File: config.mk
export PLATFORM = sky130hd
export DESIGN_NAME = if_stage
export DESIGN_NICKNAME = d
export VERILOG_FILES = /design/src/rtl/if_stage_pkg.sv /design/src/rtl/if_stage_fifo.sv /design/src/rtl/if_stage.sv
export SDC_FILE = /design/constraint.sdc
export NUM_CORES = 1
export LEC_CHECK = 0
export CAP_MARGIN = 20
export CORE_MARGIN = 10
export CORE_UTILIZATION = 49
export DETAILED_ROUTE_END_ITERATION = 16
export PLACE_DENSITY = 0.84
export REMOVE_ABC_BUFFERS = 1
export SYNTH_ARGS = -nofsm -noshare
export SYNTH_HDL_FRONTEND = slang
export SYNTH_SLANG_ARGS = --single-unit
File: constraint.sdc
create_clock -name clk -period 5 [get_ports clk]
set_clock_uncertainty 0.15 [all_clocks]
set_input_delay 1 -clock clk [delete_from_list [all_inputs] [get_ports clk]]
set_output_delay 1 -clock clk [all_outputs]
set_load 0.01 [all_outputs]
File: src/rtl/if_stage_pkg.sv
// Shared widths, reset defaults and the buffered {pc, instr} entry layout
// used by the instruction-fetch stage and its buffer.
package if_stage_pkg;

  localparam int DATA_WIDTH = 32;

  localparam logic [DATA_WIDTH-1:0] DEF_BOOT_ADDR = 32'h0000_0000;
  localparam logic [DATA_WIDTH-1:0] DEF_NOP_INSTR = 32'h0000_0013;
  localparam logic [DATA_WIDTH-1:0] PC_STEP       = 32'd4;

  typedef struct packed {
    logic [DATA_WIDTH-1:0] pc;
    logic [DATA_WIDTH-1:0] instr;
  } fetch_entry_t;

  // Sequential PC; wraps modulo 2^32 by construction.
  function automatic logic [DATA_WIDTH-1:0] next_pc(input logic [DATA_WIDTH-1:0] pc);
    return pc + PC_STEP;
  endfunction

endpackage

File: src/rtl/if_stage_fifo.sv
// Small instruction buffer of {pc, instr} entries between memory responses
// and the decode output register; flush beats a same-cycle push.
module if_fifo
  import if_stage_pkg::*;
#(
  parameter int DEPTH = 2
) (
  input  logic                     clk,
  input  logic                     rst_n,
  input  logic                     i_push,
  input  fetch_entry_t             i_data,
  input  logic                     i_pop,
  input  logic                     i_flush,
  output fetch_entry_t             o_data,
  output logic [$clog2(DEPTH):0]   o_count,
  output logic                     o_empty,
  output logic                     o_full
);

  localparam int PTR_W = (DEPTH > 1) ? $clog2(DEPTH) : 1;
  localparam int CNT_W = $clog2(DEPTH) + 1;

  fetch_entry_t     r_mem [DEPTH];
  logic [PTR_W-1:0] r_wr_ptr;
  logic [PTR_W-1:0] r_rd_ptr;
  logic [CNT_W-1:0] r_count;
  logic             w_do_push;
  logic             w_do_pop;

  function automatic logic [PTR_W-1:0] ptr_inc(input logic [PTR_W-1:0] p);
    return (p == PTR_W'(DEPTH - 1)) ? '0 : p + 1'b1;
  endfunction

  assign o_empty   = (r_count == '0);
  assign o_full    = (r_count == CNT_W'(DEPTH));
  assign o_count   = r_count;
  assign o_data    = r_mem[r_rd_ptr];
  assign w_do_pop  = i_pop & ~o_empty;
  assign w_do_push = i_push & (~o_full | w_do_pop);

  always_ff @(posedge clk or negedge rst_n) begin
    if (!rst_n) begin
      r_wr_ptr <= '0;
      r_rd_ptr <= '0;
      r_count  <= '0;
    end else if (i_flush) begin
      r_wr_ptr <= '0;
      r_rd_ptr <= '0;
      r_count  <= '0;
    end else begin
      if (w_do_push) r_wr_ptr <= ptr_inc(r_wr_ptr);
      if (w_do_pop)  r_rd_ptr <= ptr_inc(r_rd_ptr);
      r_count <= r_count + CNT_W'(w_do_push) - CNT_W'(w_do_pop);
    end
  end

  // Storage needs no reset: count/pointers alone define validity.
  always_ff @(posedge clk) begin
    if (w_do_push && !i_flush) r_mem[r_wr_ptr] <= i_data;
  end

endmodule

File: src/rtl/if_stage.sv
// Instruction-fetch stage: owns the fetch PC, issues credit-limited in-order
// requests, buffers responses and drives the registered decode interface.
module if_stage
  import if_stage_pkg::*;
#(
  parameter logic [DATA_WIDTH-1:0] BOOT_ADDR  = DEF_BOOT_ADDR,
  parameter logic [DATA_WIDTH-1:0] NOP_INSTR  = DEF_NOP_INSTR,
  parameter int                    FIFO_DEPTH = 2
) (
  input  logic                  clk,
  input  logic                  rst_n,
  output logic                  instr_req_o,
  output logic [DATA_WIDTH-1:0] instr_addr_o,
  input  logic                  instr_gnt_i,
  input  logic                  instr_rvalid_i,
  input  logic [DATA_WIDTH-1:0] instr_rdata_i,
  input  logic                  stall_i,
  input  logic                  stall_general_i,
  input  logic                  brj_i,
  input  logic [DATA_WIDTH-1:0] brj_pc_i,
  output logic [DATA_WIDTH-1:0] d_instruction_o,
  output logic [DATA_WIDTH-1:0] d_pc_o,
  output logic [DATA_WIDTH-1:0] d_pc4_o
);

  localparam int CNT_W = $clog2(FIFO_DEPTH) + 1;

  logic [DATA_WIDTH-1:0] r_fetch_pc;
  logic [DATA_WIDTH-1:0] r_rsp_pc;
  logic [CNT_W-1:0]      r_outstanding;
  logic [CNT_W-1:0]      r_kill_cnt;

  logic                  w_redirect;
  logic                  w_handshake;
  logic                  w_keep_rsp;
  logic                  w_pop;
  logic                  w_fifo_empty;
  logic                  w_fifo_full;
  logic [CNT_W-1:0]      w_fifo_count;
  logic [CNT_W:0]        w_in_use;
  fetch_entry_t          w_fifo_data;
  fetch_entry_t          w_push_data;

  assign w_redirect   = brj_i & ~stall_i & ~stall_general_i;
  assign w_in_use     = {1'b0, r_outstanding} + {1'b0, w_fifo_count};
  // Gating with rst_n keeps the request low while reset is held.
  assign instr_req_o  = rst_n & ~stall_general_i & ~w_redirect
                      & (w_in_use < (CNT_W + 1)'(FIFO_DEPTH));
  assign instr_addr_o = r_fetch_pc;
  assign w_handshake  = instr_req_o & instr_gnt_i;
  assign w_keep_rsp   = instr_rvalid_i & (r_kill_cnt == '0);
  assign w_pop        = ~stall_general_i & ~stall_i & ~w_redirect & ~w_fifo_empty;
  assign w_push_data  = '{pc: r_rsp_pc, instr: instr_rdata_i};

  if_fifo #(.DEPTH(FIFO_DEPTH)) u_fifo (
    .clk     (clk),
    .rst_n   (rst_n),
    .i_push  (w_keep_rsp),
    .i_data  (w_push_data),
    .i_pop   (w_pop),
    .i_flush (w_redirect),
    .o_data  (w_fifo_data),
    .o_count (w_fifo_count),
    .o_empty (w_fifo_empty),
    .o_full  (w_fifo_full)
  );

  // Kill count is the in-flight total after this cycle's response retires.
  always_ff @(posedge clk or negedge rst_n) begin
    if (!rst_n) begin
      r_fetch_pc    <= BOOT_ADDR;
      r_rsp_pc      <= BOOT_ADDR;
      r_outstanding <= '0;
      r_kill_cnt    <= '0;
    end else begin
      r_outstanding <= r_outstanding + CNT_W'(w_handshake) - CNT_W'(instr_rvalid_i);
      if (w_redirect) begin
        r_fetch_pc <= brj_pc_i;
        r_rsp_pc   <= brj_pc_i;
        r_kill_cnt <= r_outstanding - CNT_W'(instr_rvalid_i);
      end else begin
        if (w_handshake) r_fetch_pc <= next_pc(r_fetch_pc);
        if (w_keep_rsp)  r_rsp_pc   <= next_pc(r_rsp_pc);
        if (instr_rvalid_i && r_kill_cnt != '0) r_kill_cnt <= r_kill_cnt - CNT_W'(1);
      end
    end
  end

  always_ff @(posedge clk or negedge rst_n) begin
    if (!rst_n) begin
      d_instruction_o <= NOP_INSTR;
      d_pc_o          <= BOOT_ADDR;
      d_pc4_o         <= next_pc(BOOT_ADDR);
    end else if (!stall_general_i && !stall_i) begin
      if (w_redirect) begin
        d_instruction_o <= NOP_INSTR;
      end else if (!w_fifo_empty) begin
        d_instruction_o <= w_fifo_data.instr;
        d_pc_o          <= w_fifo_data.pc;
        d_pc4_o         <= next_pc(w_fifo_data.pc);
      end else begin
        d_instruction_o <= NOP_INSTR;
      end
    end
  end

  // The credit rule must make a push into a full, non-draining buffer impossible.
  assert property (@(posedge clk) disable iff (!rst_n)
                   !(w_keep_rsp && w_fifo_full && !w_pop && !w_redirect));

endmodule

==> impl_metrics.env <==
export IMPL_firstDrtPassIters=5
export IMPL_core_area_um2=25300
export IMPL_syn_avg_cell_area_um2=11.7
export IMPL_fin_crit_sh_pct=79.6
export IMPL_p_leak_nw=6.03
export IMPL_grt_total_usage_pct=18.2
export IMPL_synth_top_area_cell="dfrtp_1"
export IMPL_synth_top_area_share_pct=31.7
export IMPL_max_freq_ghz=0.251
export IMPL_synthTopCellsByCount="dfrtp_1, nand2_1, edfxtp_1"
export IMPL_clk_pin_slew_ns=0.06
export IMPL_slew_viol_final=0
export IMPL_pwr_share_comb_pct=29.3
export IMPL_cts_tree="built"
export IMPL_p_int_w=0.00579
export IMPL_syn_inst=1077
export IMPL_setup_violations_final=0
export IMPL_fillerInstances=1930
export IMPL_path_cells="inv_1 -> nor2_1 -> fa_1 -> nor4b_2 -> and2_1 -> clkdlybuf4s50_1"
export IMPL_ys_seq_area_share_pct=63.0
export IMPL_antenna_found_initial=0
export IMPL_max_slew_margin_pct=37.2
export IMPL_dp_hpwl_um=21500
export IMPL_io_buffers=199
export IMPL_outcome="finished, final reports clean"
export IMPL_dieArea_um2=32600
export IMPL_ys_ff_latch=292
export IMPL_p_switching_w=0.00267
export IMPL_fin_crit_ns=3.98
export IMPL_p_total_w=0.00846
export IMPL_seq_power_share_pct=44.0
export IMPL_place_gp_congestion=0.831
export IMPL_htree_levels=1
export IMPL_cts_resized=0
export IMPL_std_cell_rows=58
export IMPL_critPathLaunchType="flip-flop"
export IMPL_fin_cells=1617
export IMPL_worst_pin_slew_ns=0.943
export IMPL_finalHoldViolCount=0
export IMPL_num_antenna_cells=0
export IMPL_synth_area_um2=12600
export IMPL_synthTopCellsByArea="dfrtp_1, edfxtp_1, nand2_1"
export IMPL_rsz0062_at_grt="false"
export IMPL_ir_drop_mv=0.281
export IMPL_vias=9093
export IMPL_grt_start_max_net_pins=96
export IMPL_critPathSlowestCell="clkdlybuf4s50_1"
export IMPL_power_density_nw_per_um2=532
export IMPL_grt_pass1_vias=9144
export IMPL_dp_cells=1562
export IMPL_insertion_delay_ns=0.54
export IMPL_setup_tns_ns=0
export IMPL_grt_pass1_wl_um=49500
export IMPL_synth_edf_count=128
export IMPL_switching_share_pct=31.5
export IMPL_synthToLayoutAreaGrowth_pct=26.1
export IMPL_wl_per_cell_um=19.1
export IMPL_start_util_pct=50.0
export IMPL_grt_remaining_overflow=0
export IMPL_cts_root_buf="clkbuf_16"
export IMPL_yosysUniqueCellTypes=54
export IMPL_synth_flop_cell="dfrtp_1"
export IMPL_drc=0
export IMPL_yosysWarnings=0
export IMPL_ant_nets=0
export IMPL_cts_setup_buffers=0
export IMPL_nets=1344
export IMPL_async_flop_share_pct=56.2
export IMPL_avgViaCountPerCell=5.62
export IMPL_endpoint_kind="output port"
export IMPL_drv_cap=0
export IMPL_die_w_um=180
export IMPL_numCtsBuffers=29
export IMPL_cts_hold_buf=0
export IMPL_critPathKind="flip-flop to output port"
export IMPL_io_pins=200
export IMPL_drive_gt1_share_pct=6.60
export IMPL_hp_class="input pin to async pin"
export IMPL_drt_iter0_markers=803
export IMPL_clockBufferDepth=3
export IMPL_cp_max_fo=4
export IMPL_cp_required_ns=3.85
export IMPL_die_y_um=180
export IMPL_arrival_ns=2.83
export IMPL_clock_sinks=292
export IMPL_wirelength_um=30800
export IMPL_critPathMaxStageDelay_ns=0.53
export IMPL_power_frac_clock_pct=26.7
[per-layer routing]
| metal | part of all wire, % | track usage, % |
|---|---|---|
| met5 | 0 | 0 |
| met4 | 1.9 | 4.40 |
| met3 | 5.7 | 3.25 |
| met2 | 49 | 30.9 |
| met1 | 43 | 23.8 |
[logic make-up (layout without fill, tap and decap cells)]
logic type / Yosys count / in the layout / share of synthesized area (%)
muxes: 62 / 62 / 5.02
adders and majority gates: 9 / 9 / 0.952
xor gates and xnor gates: 63 / 63 / 4.37
DFF: 292 / 292 / 63.0
AOI/OAI and AO/OA: 195 / 195 / 9.02
buffers and inverters: 66 / 276 / 2.34
and+or+nand+nor: 390 / 390 / 15.3
[layout make-up]
| cell class | count | area (um2) | area share (%) |
|---|---|---|---|
| Clock buffer | 37 | 776 | 4.87 |
| Clock inverter | 17 | 223 | 1.40 |
| Inverter | 12 | 45.0 | 0.283 |
| Multi-Input combinational cell | 719 | 4400 | 27.6 |
| Sequential cell | 292 | 7960 | 50.0 |
| Tap cell | 330 | 413 | 2.59 |
| Timing Repair Buffer | 210 | 2110 | 13.2 |
[power groups by stage]
stage / clock network [W] / logic [W] / registers [W]
after floorplan: 0 / 0.00112 / 0.00385
after global placement: 0 / 0.00243 / 0.00371
after detailed placement: 0 / 0.00249 / 0.00375
after CTS: 0.00230 / 0.00251 / 0.00372
after global routing: 0.00241 / 0.00272 / 0.00381
final: 0.00226 / 0.00248 / 0.00372
[cells in the final DEF (no fill, tap or decap), types with 9 or more instances in the layout]
cell type,netlist,final
and3_1,13,12
and2_1,9,9
or3_1,12,11
clkbuf_16,0,29
nand4b_1,9,9
inv_1,12,12
a31oi_1,20,20
mux2i_1,52,52
nand2_1,160,159
buf_4,6,9
a21oi_1,52,52
xor2_1,34,34
and4_1,11,11
clkdlybuf4s50_1,0,198
o21ai_0,81,81
xnor2_1,29,29
nand4_1,27,27
or4_1,13,13
nand3_1,49,49
dfrtp_1,160,159
edfxtp_1,128,128
mux2_2,10,10
nor2_1,55,54
o31ai_1,13,13
[worst max-delay path, delay by kind of cell, from the launching register on]
| family | cells | cell delay [ns] |
|---|---|---|
| and+or+nand+nor | 3 | 0.73 |
| buffers and inverters | 2 | 0.70 |
| adders and majority gates | 1 | 0.46 |
| DFF | 1 | 0.41 |
[final timing paths]
kind | from | endpoint | slack (ns) | cells past startpoint
worst min register to register | d_pc_o[31]$_DFFE_PN0P_ | d_pc_o[31]$_DFFE_PN0P_ | 0.33 | 2
worst max register to register | u_fifo.o_count[0]$_DFF_PN0_ | instr_addr_o[31]$_DFFE_PN0P_ | 1.39 | 8
min in group clk | d_pc_o[31]$_DFFE_PN0P_ | d_pc_o[31]$_DFFE_PN0P_ | 0.33 | 2
max in group asynchronous | rst_n | d_pc_o[24]$_DFFE_PN0P_ | 3.45 | 3
worst max-delay path | u_fifo.o_count[0]$_DFF_PN0_ | instr_req_o | 1.02 | 6
worst min-delay path | rst_n | r_rsp_pc[0]$_DFFE_PN0P_ | 0.20 | 1
[per-stage QoR]
step                      utilization, %  worst slack [ns]  cell area [um2]  hold slack (ns)
final                               63.0              1.02            15900            0.204
after global routing                63.0             0.881            15900            0.209
after CTS                           62.9             0.961            15900            0.199
after detailed placement            59.0             0.852            14900            0.320
after global placement              59.0             0.907            14900            0.310
after floorplan                        -             -1.93            12400            0.312
[sequential cells by signal, indices dropped and copies added, names as in the netlist]
name	count
d_instruction_o	32
d_pc4_o	30
d_pc_o	32
instr_addr_o	31
r_kill_cnt	2
r_outstanding	2
r_rsp_pc	31
u_fifo.o_count	2
u_fifo.r_mem	128
u_fifo.r_rd_ptr	1
u_fifo.r_wr_ptr	1
(Power assumes the default switching activity.)
